--- src/rtl/seg7_scan_capture.sv ---
// seg7_scan_capture: samples a multiplexed active-low 7-segment display bus and
// captures a decoded code for each digit position once its strobe has been stable.
// Ports:
//   clk, rst_n    - clock, asynchronous active-low reset
//   seg_n[6:0]    - active-low segments, bit0=a .. bit6=g
//   an_n[N-1:0]   - active-low anode strobes, one low bit selects a digit
//   clear         - synchronous clear of all captured state
//   digits        - 4-bit code per position, position i at [4i+3:4i]
//   digit_err     - per position: last capture was an illegal pattern
//   blank         - per position: last capture was all segments off
//   frame_valid   - one-cycle pulse after every position has been captured
//   out_valid     - level, set once a full frame has been captured
//   anode_err     - sticky, set when a multi-hot strobe is sampled
module seg7_scan_capture #(
    parameter int NUM_DIGITS    = 4,
    parameter int STABLE_CYCLES = 2
) (
    input  logic                    clk,
    input  logic                    rst_n,
    input  logic [6:0]              seg_n,
    input  logic [NUM_DIGITS-1:0]   an_n,
    input  logic                    clear,
    output logic [4*NUM_DIGITS-1:0] digits,
    output logic [NUM_DIGITS-1:0]   digit_err,
    output logic [NUM_DIGITS-1:0]   blank,
    output logic                    frame_valid,
    output logic                    out_valid,
    output logic                    anode_err
);
    localparam logic [3:0] CNT_MAX = 4'(STABLE_CYCLES);
    localparam logic [3:0] CNT_HIT = 4'(STABLE_CYCLES - 1);

    logic [6:0]              s_seg_q, s_seg_d;
    logic [NUM_DIGITS-1:0]   s_an_q, s_an_d;
    logic [3:0]              cnt_q, cnt_d;
    logic [NUM_DIGITS-1:0]   seen_q, seen_d;
    logic [4*NUM_DIGITS-1:0] digits_q, digits_d;
    logic [NUM_DIGITS-1:0]   err_q, err_d;
    logic [NUM_DIGITS-1:0]   blank_q, blank_d;
    logic                    fv_q, fv_d;
    logic                    ov_q, ov_d;
    logic                    aerr_q, aerr_d;
    logic [NUM_DIGITS-1:0]   sel, seen_nx;
    logic                    one_hot, multi_hot, same, capture;
    logic [3:0]              code;
    logic                    is_blank, is_err;

    always_comb begin
        is_blank = 1'b0;
        is_err   = 1'b0;
        case (seg_n)
            7'b1000000: code = 4'd0;
            7'b1111001: code = 4'd1;
            7'b0100100: code = 4'd2;
            7'b0110000: code = 4'd3;
            7'b0011001: code = 4'd4;
            7'b0010010: code = 4'd5;
            7'b0000010: code = 4'd6;
            7'b1111000: code = 4'd7;
            7'b0000000: code = 4'd8;
            7'b0010000: code = 4'd9;
            7'b1111111: begin
                code     = 4'hF;
                is_blank = 1'b1;
            end
            default: begin
                code   = 4'hE;
                is_err = 1'b1;
            end
        endcase
    end

    always_comb begin
        sel       = ~an_n;
        // x & (x-1) strips the lowest set bit; zero result means at most one bit set
        one_hot   = (sel != '0) && ((sel & (sel - NUM_DIGITS'(1))) == '0);
        multi_hot = (sel != '0) && !one_hot;
        same      = {seg_n, an_n} == {s_seg_q, s_an_q};
        capture   = same && one_hot && (cnt_q == CNT_HIT);
        seen_nx   = seen_q | sel;
        s_seg_d   = seg_n;
        s_an_d    = an_n;
        // saturation at CNT_MAX keeps a long dwell from capturing again
        cnt_d     = (same && one_hot) ? ((cnt_q == CNT_MAX) ? cnt_q : cnt_q + 4'd1) : 4'd0;
        seen_d    = seen_q;
        digits_d  = digits_q;
        err_d     = err_q;
        blank_d   = blank_q;
        fv_d      = 1'b0;
        ov_d      = ov_q;
        aerr_d    = aerr_q | multi_hot;
        if (capture) begin
            for (int i = 0; i < NUM_DIGITS; i++) begin
                if (sel[i]) begin
                    digits_d[4*i +: 4] = code;
                    err_d[i]           = is_err;
                    blank_d[i]         = is_blank;
                end
            end
            seen_d = (seen_nx == '1) ? '0 : seen_nx;
            fv_d   = (seen_nx == '1);
            ov_d   = ov_q | (seen_nx == '1);
        end
        // clear overrides everything, including a capture on the same edge
        if (clear) begin
            cnt_d    = 4'd0;
            seen_d   = '0;
            digits_d = {NUM_DIGITS{4'hF}};
            err_d    = '0;
            blank_d  = '1;
            fv_d     = 1'b0;
            ov_d     = 1'b0;
            aerr_d   = 1'b0;
        end
    end

    always_ff @(posedge clk or negedge rst_n) begin
        if (!rst_n) begin
            s_seg_q  <= 7'h7F;
            s_an_q   <= '1;
            cnt_q    <= 4'd0;
            seen_q   <= '0;
            digits_q <= {NUM_DIGITS{4'hF}};
            err_q    <= '0;
            blank_q  <= '1;
            fv_q     <= 1'b0;
            ov_q     <= 1'b0;
            aerr_q   <= 1'b0;
        end else begin
            s_seg_q  <= s_seg_d;
            s_an_q   <= s_an_d;
            cnt_q    <= cnt_d;
            seen_q   <= seen_d;
            digits_q <= digits_d;
            err_q    <= err_d;
            blank_q  <= blank_d;
            fv_q     <= fv_d;
            ov_q     <= ov_d;
            aerr_q   <= aerr_d;
        end
    end

    assign digits      = digits_q;
    assign digit_err   = err_q;
    assign blank       = blank_q;
    assign frame_valid = fv_q;
    assign out_valid   = ov_q;
    assign anode_err   = aerr_q;
endmodule

--- config.mk ---
export PLATFORM = sky130hd
export DESIGN_NAME = seg7_scan_capture
export DESIGN_NICKNAME = d
export VERILOG_FILES = /design/src/rtl/seg7_scan_capture.sv
export SDC_FILE = /design/constraint.sdc
export NUM_CORES = 1
export LEC_CHECK = 0
export BUFFER_PORTS_ARGS = -buffer_cell sky130_fd_sc_hd__buf_4
export CAP_MARGIN = 30
export CORE_MARGIN = 1.5
export CORE_UTILIZATION = 32
export CTS_CLUSTER_DIAMETER = 80
export DETAILED_ROUTE_END_ITERATION = 8
export GPL_TIMING_DRIVEN = 0
export PLACE_DENSITY = 0.59
export RECOVER_POWER = 50
export SLEW_MARGIN = 20
export SYNTH_ARGS = -nofsm -noshare
export SYNTH_HDL_FRONTEND = slang
export SYNTH_SLANG_ARGS = --single-unit
--- constraint.sdc ---
create_clock -name clk -period 2.8 [get_ports clk]
set_clock_uncertainty 0.2 [all_clocks]
set_input_delay 0.14 -clock clk [delete_from_list [all_inputs] [get_ports clk]]
set_output_delay 0.14 -clock clk [all_outputs]
set_load 0.005 [all_outputs]
Word level (Yosys, flattened, before mapping). Index checks and enable logic that the tools add are counted.

Bits in registers: 46. Input port bits: 14. Output and inout port bits: 27. Logic and storage cells: 91.

Add/subtract/negate cells: 2. Eq/ne operators: 15. Muxes and demuxes: 32. Bitwise operators: 5. Reduce and logical (&&, ||, !) cells: 18.

Operators by type and width (number): $mux 4 (14); $pmux 4 s11 (1); $mux 16 (2); $eq 7x7->1 const B (4); $eq 7x5->1 const B (3); $mux 1 (15); $eq 7x6->1 const B (2); $eq 11x11->1 (1); $reduce_or 11->1 (1); $reduce_bool 2->1 (5); $reduce_and 2->1 (4); $eq 7x2->1 const B (1); $logic_not 7->1 (1); $add 4x1->4 const B (1); $and 4x4->4 (1); $eq 4x1->1 const B (1); $eq 4x2->1 const B (1); $eq 4x4->1 const B (1); $logic_and 1x1->1 (4); $logic_not 4->1 (1); $not 4->4 (1); $or 4x4->4 (1); $reduce_bool 4->1 (1); $sub 4x1->4 const B (1); other kinds (3) (4).

Logic depth before layout (Yosys ltp). Gate-level depths: netlist of run 1.

Depth after elaboration: 9. Gate-level depth with buffers: 7. Gate-level depth less buffers: 6.

Least setup slack after synthesis of run 1. OpenSTA, ideal clock, no wires.

Kind: reg-to-reg. Start point: reg s_an_q[1]. End point: reg digits_q[14] (netlist: digits[14]). Setup time: 85 ps. Data arrival time: 2000 ps. Required time: 2515 ps. Path slack: 516 ps. Stages on the path, launching flop included: 7. Buffers on the path: 1. Period minus slack after synthesis: 2284 ps. Cells stage by stage: dfstp_2 xnor2_1 nand4_1 or4_1 buf_2 o31a_4 mux2_1.

Cells in the longest elaborated chain, start to end: 5.

RTL lines: start: declaration (line 34) `logic [NUM_DIGITS-1:0] s_an_q, s_an_d;`; start signal: assignment (line 131) `s_an_q <= s_an_d;`; $eq 11x11->1 (line 78) `same = {seg_n, an_n} == {s_seg_q, s_an_q};`; $logic_and 1x1->1 (2 in a row) (line 79) `capture = same && one_hot && (cnt_q == CNT_HIT);`; $reduce_bool 2->1 (no line); $reduce_and 2->1 (no line); end signal: assignment (line 123) `digits_q <= {NUM_DIGITS{4'hF}};`; end signal: assignment (line 134) `digits_q <= digits_d;`; end: declaration (line 37) `logic [4*NUM_DIGITS-1:0] digits_q, digits_d;`.

No other way between the ends. A chain may end at the register's enable or synchronous reset.

Final worst setup path of run 1.
Start point: in an_n[0]. End point: reg digits_q[1] (netlist: digits[1]).

Cells in the longest elaborated chain, start to end: 9. Elaborated cells on any way between the ends: 12.

RTL lines: start: declaration (line 21) `input logic [NUM_DIGITS-1:0] an_n,`; $not 4->4 (line 74) `sel = ~an_n;`; $sub 4x1->4 (line 76) `one_hot = (sel != '0) && ((sel & (sel - NUM_DIGITS'(1))) == '0);`; $and 4x4->4 (line 76); $logic_not 4->1 (line 76); $logic_and 1x1->1 (line 76); $logic_and 1x1->1 (2 in a row) (line 79); $reduce_bool 2->1 (no line); $reduce_and 2->1 (no line) *.

Every way passes the cells marked *; elsewhere a longest branch is shown, timed or not.

==> results.json, run 1 <==
{
  "cp-end-kind": "flip-flop",
  "hold_depth": 2,
  "setup_tns_ns": 0,
  "cap_violations": 0,
  "ys_seq_elements": 46,
  "numCtsBuffers": 5,
  "dp_hpwl_um": 3598,
  "cts_sinks": 46,
  "place_congestion": 0.8427,
  "io_pins": 41,
  "wl_per_cell_um": 13.97,
  "fmax_ghz": 0.3730,
  "cp_data_arrival_time_ns": 2.72,
  "hold_viol_final": 0,
  "regArea_um2": 1190,
  "crit_path_start_kind": "primary input",
  "crit_path_max_fanout": 10,
  "cts-htree-levels": 2,
  "synth_nets": 217,
  "synth_area_um2": 2295,
  "routed_wl_um": 4933,
  "finalNonFillerCells": 353,
  "top_usage_layer": "met2",
  "ant_nets": 0,
  "drtIter0Drc": 116,
  "fin_util": 0.4246,
  "synthTopCellsByArea": "dfstp_2 (35%), dfrtp_1 (16%), mux2_1 (6.4%)",
  "cp_slowest_stage_delay_ns": 0.53,
  "grt_pass1_vias": 1726,
  "startpoint": "an_n[0]",
  "crit_path_top_delay_cell": "dlygate4sd3_1",
  "avgSynthCellArea_um2": 11.47,
  "gr-usage-met3": 0.03770,
  "critPathRequiredTime_ns": 2.83,
  "netlist_instances": 200,
  "row_count": 30,
  "drc": 0,
  "grt_antenna_before_repair": 0,
  "grt_usage": 0.1400,
  "die_area_um2": 7688,
  "grt.met1_usage": 0.1828,
  "crit_chain": "dlygate4sd3_1 -> buf_4 -> clkbuf_1 -> xnor2_1 -> nand4_1 -> or4_1 -> buf_2 -> o31a_1 -> mux2_1",
  "relSlewSlack": 0.2602,
  "synth.most_common_cell": "dfstp_2",
  "r2r_cells": 6,
  "cts_tree": "yes",
  "setup_slack_ns": 0.1192,
  "initial_core_util": 0.3341,
  "grt_start_max_net_pins": 47,
  "ys.flop_type": "dfstp_2",
  "synth_edf_count": 0,
  "synth-async-reset-ratio": 1.000,
  "layout_min_cycle_time_ns": 2.681,
  "antenna_cells": 0,
  "yosysSeqAreaShare": 0.5185,
  "cts-root-buf": "clkbuf_8",
  "area_growth_pct": 27.10,
  "core_area_um2": 6869,
  "post-place-ws_ns": 0.2405,
  "finalCritPeriodShare": 0.9574,
  "holdCritStartpoint": "clear",
  "worst-r2r-setup-slack_ns": 0.32,
  "vias": 1713,
  "final_net_count": 273,
  "fillCellCount": 670,
  "ys_warn_count": 0,
  "synth_top_area_frac": 0.3550,
  "drive_gt1_frac": 0.3268,
  "die_y_um": 87.68,
  "grt_use_met2": 0.2203,
  "drt_first_pass_iters": 4,
  "vdd_drop_max_v": 0.0002929,
  "hp-class": "primary input to flip-flop",
  "synth_cell_types": 48,
  "maxSlewViolCount": 0,
  "worst-slew-pin-transition_ns": 1.110,
  "grt_pass1_wl_um": 8328,
  "overflow": 0,
  "reg2reg_from": "s_an_q[1]$_DFF_PN1_",
  "avgViaCountPerCell": 4.853,
  "setup_viol": 0,
  "path_clk_slew_ns": 0.09,
  "place_inst": 335,
  "numPortBuffers": 39,
  "critical_path_class": "primary input to flip-flop",
  "clock_latency_ns": 0.30,
  "multi_input_area_um2": 1027,
  "synth_largest_area_cell": "dfstp_2",
  "status": "completed",
  "synth_commonest_cells": "dfstp_2 (31), dfrtp_1 (15), mux2_1 (13), xnor2_1 (13), nor2_1 (12)",
  "leakagePower_nw": 1.157,
  "rsz0062_at_grt": "false",
  "fp.dieW_um": 87.68,
  "power_density_nw_per_um2": 461.8,
  "cts_buffer_depth": 2
}
-- area by class of cell --
cell class,count,area share
inverters,7,0.009009
flip-flops and latches,46,0.4080
clock inverters,2,0.005148
multi-input cells,134,0.3522
repair buffers,51,0.1356
clock buffers,6,0.03218
plain buffers,11,0.01673
well taps,96,0.04118
-- report_power, final --
group,internal [mW],switching [mW]
registers,0.702,0.0122
logic,0.0783,0.0869
clock network,0.230,0.238
-- stage by stage --
step / cell area, µm² / total power [mW] / hold WS (ns)
final: 2917 / 1.347 / 0.1033
after global routing: 2917 / 1.410 / 0.1350
after CTS: 2937 / 1.363 / 0.1086
after detailed placement: 2708 / 0.8811 / -0.02430
after global placement: 2708 / 0.8797 / -0.02173
after floorplan: 2295 / 0.8068 / -0.3556
-- critical path, delay by kind of cell --
| family | cells | cell delay (ns) |
|---|---|---|
| xor gates and xnor gates | 1 | 0.21 |
| and+or+nand+nor | 2 | 0.57 |
| AOI/OAI and AO/OA | 1 | 0.33 |
| buffers and inverters | 4 | 1.12 |
| muxes | 1 | 0.34 |
-- registers in the layout, summed over array words and instances, names as in the netlist --
register / flops
blank: 4
digit_err: 4
s_an_q: 4
seen_q: 4
cnt_q: 4
out_valid: 1
frame_valid: 1
digits: 16
anode_err: 1
s_seg_q: 7
-- placed cells by master, fill, tap and decap left out, types with 3 or more instances in the layout --
master | Yosys | routed
dfstp_2 | 31 | 31
dfrtp_1 | 15 | 15
clkbuf_8 | 0 | 5
a21boi_1 | 4 | 4
mux2_4 | 3 | 3
nand3_1 | 4 | 4
or3_1 | 6 | 6
buf_2 | 3 | 3
nor2_1 | 12 | 12
nand2_1 | 10 | 10
nor3_1 | 4 | 4
clkbuf_4 | 0 | 5
o31a_1 | 5 | 5
dlygate4sd3_1 | 0 | 12
buf_4 | 1 | 30
mux2i_1 | 8 | 8
mux2_1 | 13 | 13
a21oi_1 | 5 | 5
xnor2_1 | 13 | 13
clkbuf_1 | 8 | 10
inv_1 | 7 | 7
or4_1 | 4 | 4
nand4_1 | 6 | 6
ha_1 | 3 | 3
-- metal layers --
layer	share of wire	vias to the layer above	routed length (µm)
met3	0.054	15	266
met1	0.47	825	2294
met2	0.45	45	2239
met5	0	-	0
met4	0.027	0	133
li1	-	828	-
-- worst paths after layout --
path / endpoint
worst max-delay path: digits[1]$_DFFE_PN1P_
worst min-delay path: anode_err$_DFF_PN0_
worst max register to register: digits[1]$_DFFE_PN1P_
worst min register to register: out_valid$_DFFE_PN0P_
max in group asynchronous: anode_err$_DFF_PN0_
min in group asynchronous: seen_q[2]$_DFFE_PN0P_
-- kinds of logic (layout without fill, tap and decap cells) --
kind of cell | count (synthesis) | count (layout) | synth area share
flops | 46 | 46 | 0.5185
simple gates | 61 | 61 | 0.1483
fa+ha+maj | 4 | 4 | 0.02072
mux | 24 | 24 | 0.1183
xor+xnor | 15 | 15 | 0.05725
buf+inv | 20 | 77 | 0.03599
compound gates | 30 | 30 | 0.1009
-- timing repair --
item	in CTS	in global routing
gates resized for setup	0	1
buffers inserted	0	0
endpoints found under the hold margin	45	0
endpoints found under the setup margin	0	21
hold buffers	12	0
(Power assumes the default switching activity.)
==> run 2: changes to the inputs <==
- clock period: 2.8 -> 3.2 ns (I/O delays scaled with it)
==> run 2 against run 1 <==
Against the previous run: register-to-register slack better by 0.41 ns; sequential power is 12% lower; design area is essentially flat; highest routed layer unchanged; core utilization barely moved; global-route usage unchanged; routed wire length is 0.69% higher; first-iteration DRC count fell by 22%; flip-flop and latch count did not move; critical path type unchanged.
==> results.json, run 2 (synthesis gave the netlist of run 1 again) <==
{
  "wl_per_cell_um": 13.99,
  "grt_start_max_net_pins": 47,
  "critPathRequiredTime_ns": 3.23,
  "cp_data_arrival_time_ns": 2.85,
  "die_y_um": 87.68,
  "dr_wl_met3_um": 250,
  "cts_sinks": 46,
  "path_clk_slew_ns": 0.09,
  "cts-htree-levels": 2,
  "top_layer": "met4",
  "antenna_cells": 0,
  "critical_path_class": "primary input to flip-flop",
  "multi_input_area_um2": 1022,
  "fillCellCount": 673,
  "place_congestion": 0.8427,
  "layout_min_cycle_time_ns": 2.813,
  "rsz0062_at_grt": "false",
  "fin_util": 0.4244,
  "m1WireLength_um": 2305,
  "routed_wl_um": 4967,
  "crit_path_max_fanout": 10,
  "die_area_um2": 7688,
  "core_area_um2": 6869,
  "relSlewSlack": 0.2679,
  "overflow": 0,
  "power_mw": 1.179,
  "cts-root-buf": "clkbuf_8",
  "fp.dieW_um": 87.68,
  "io_pins": 41,
  "cts_buffer_depth": 2,
  "initial_core_util": 0.3341,
  "cap_violations": 0,
  "place_area_um2": 2708,
  "drive_gt1_frac": 0.3166,
  "grt_usage": 0.1400,
  "setup_viol": 0,
  "area_growth_pct": 27.04,
  "dp_hpwl_um": 3598,
  "fmax_ghz": 0.3555,
  "ant_nets": 0,
  "setup_tns_ns": 0,
  "row_count": 30,
  "drtIter0Drc": 91,
  "place_inst": 335,
  "maxSlewViolCount": 0,
  "clock_latency_ns": 0.30,
  "final_common_cell": "dfstp_2",
  "grt_pass1_vias": 1726,
  "hold_viol_final": 0,
  "avgViaCountPerCell": 4.873,
  "finalNonFillerCells": 355,
  "largest_reg_flops": 16,
  "leakagePower_nw": 1.155,
  "worst-slew-pin-transition_ns": 1.098,
  "final_net_count": 275,
  "dr_wl_met2_um": 2293,
  "numPortBuffers": 39,
  "grt_pass1_wl_um": 8328,
  "hp-class": "primary input to flip-flop",
  "cp-end-kind": "flip-flop",
  "drt_first_pass_iters": 4,
  "cts_tree": "yes",
  "status": "completed",
  "regArea_um2": 1190,
  "cts_setup_buffers": 0,
  "vias": 1730,
  "power_density_nw_per_um2": 404.4,
  "crit_path_start_kind": "primary input",
  "drc": 0,
  "final_area_um2": 2915,
  "grt_antenna_before_repair": 0,
  "layout_common_cells": "dfstp_2 (31), buf_4 (26), dfrtp_1 (15)",
  "numCtsBuffers": 5,
  "vdd_drop_max_v": 0.0002569,
  "finalCritPeriodShare": 0.8789
}
## run 2: cell types whose count changed in the layout (fill, tap and decap cells not counted)
cell | previous run | this run
a2111oi_2 | 1 | 0
clkbuf_1 | 10 | 13
a2111oi_1 | 0 | 1
clkbuf_4 | 5 | 8
buf_4 | 30 | 26
## run 2: path summary, 6_finish.rpt
path / depth (start not counted) / slack (ns) / end / start
max in group asynchronous: 2 / 1.73 / anode_err$_DFF_PN0_ / rst_n
min in group asynchronous: 2 / 0.39 / seen_q[2]$_DFFE_PN0P_ / rst_n
min reg2reg: 1 / 0.32 / out_valid$_DFFE_PN0P_ / out_valid$_DFFE_PN0P_
min: 2 / 0.11 / anode_err$_DFF_PN0_ / clear
max: 7 / 0.39 / digits[1]$_DFFE_PN1P_ / seg_n[0]
max reg2reg: 6 / 0.73 / digits[1]$_DFFE_PN1P_ / s_an_q[2]$_DFF_PN1_
## run 2: layer usage
metal  GRT usage  up-vias
met5           0        -
met2      0.2203       43
met3     0.03770       13
met1      0.1828      838
met4     0.05772        0
li1            -      836
## run 2: metrics by stage
stage,setup slack (ns),hold slack (ns)
after CTS,0.3941,0.1286
final,0.3874,0.1146
after global placement,0.6555,-0.001725
after detailed placement,0.6205,-0.004302
after global routing,0.2335,0.1550
after floorplan,0.9156,-0.3356
## run 2: area by class of cell
class	count	share of cell area
Timing Repair Buffer	51	0.1343
Multi-Input combinational cell	134	0.3506
Sequential cell	46	0.4082
Tap cell	96	0.04120
Buffer	13	0.01931
Clock buffer	6	0.03219
Clock inverter	2	0.005150
Inverter	7	0.009013
## run 2: timing repair
item | 4_1_cts | 5_1_grt
hold buffers | 12 | 0
resized for setup | 0 | 0
endpoints found under the setup margin | 0 | 0
hold endpoints to repair | 26 | 0
## run 2: power by group
part | internal (mW) | switching, mW | total, mW
Sequential | 0.614 | 0.0106 | 0.625
Clock | 0.201 | 0.209 | 0.410
Combinational | 0.0680 | 0.0759 | 0.144
Total | 0.883 | 0.296 | 1.18
## run 2: worst max-delay path, stage by stage
cell           delay (ns)
dlygate4sd3_1        0.53
clkbuf_4             0.14
buf_2                0.17
or3b_1               0.39
a2111oi_1            0.76
o2111ai_1            0.32
mux2_1               0.37
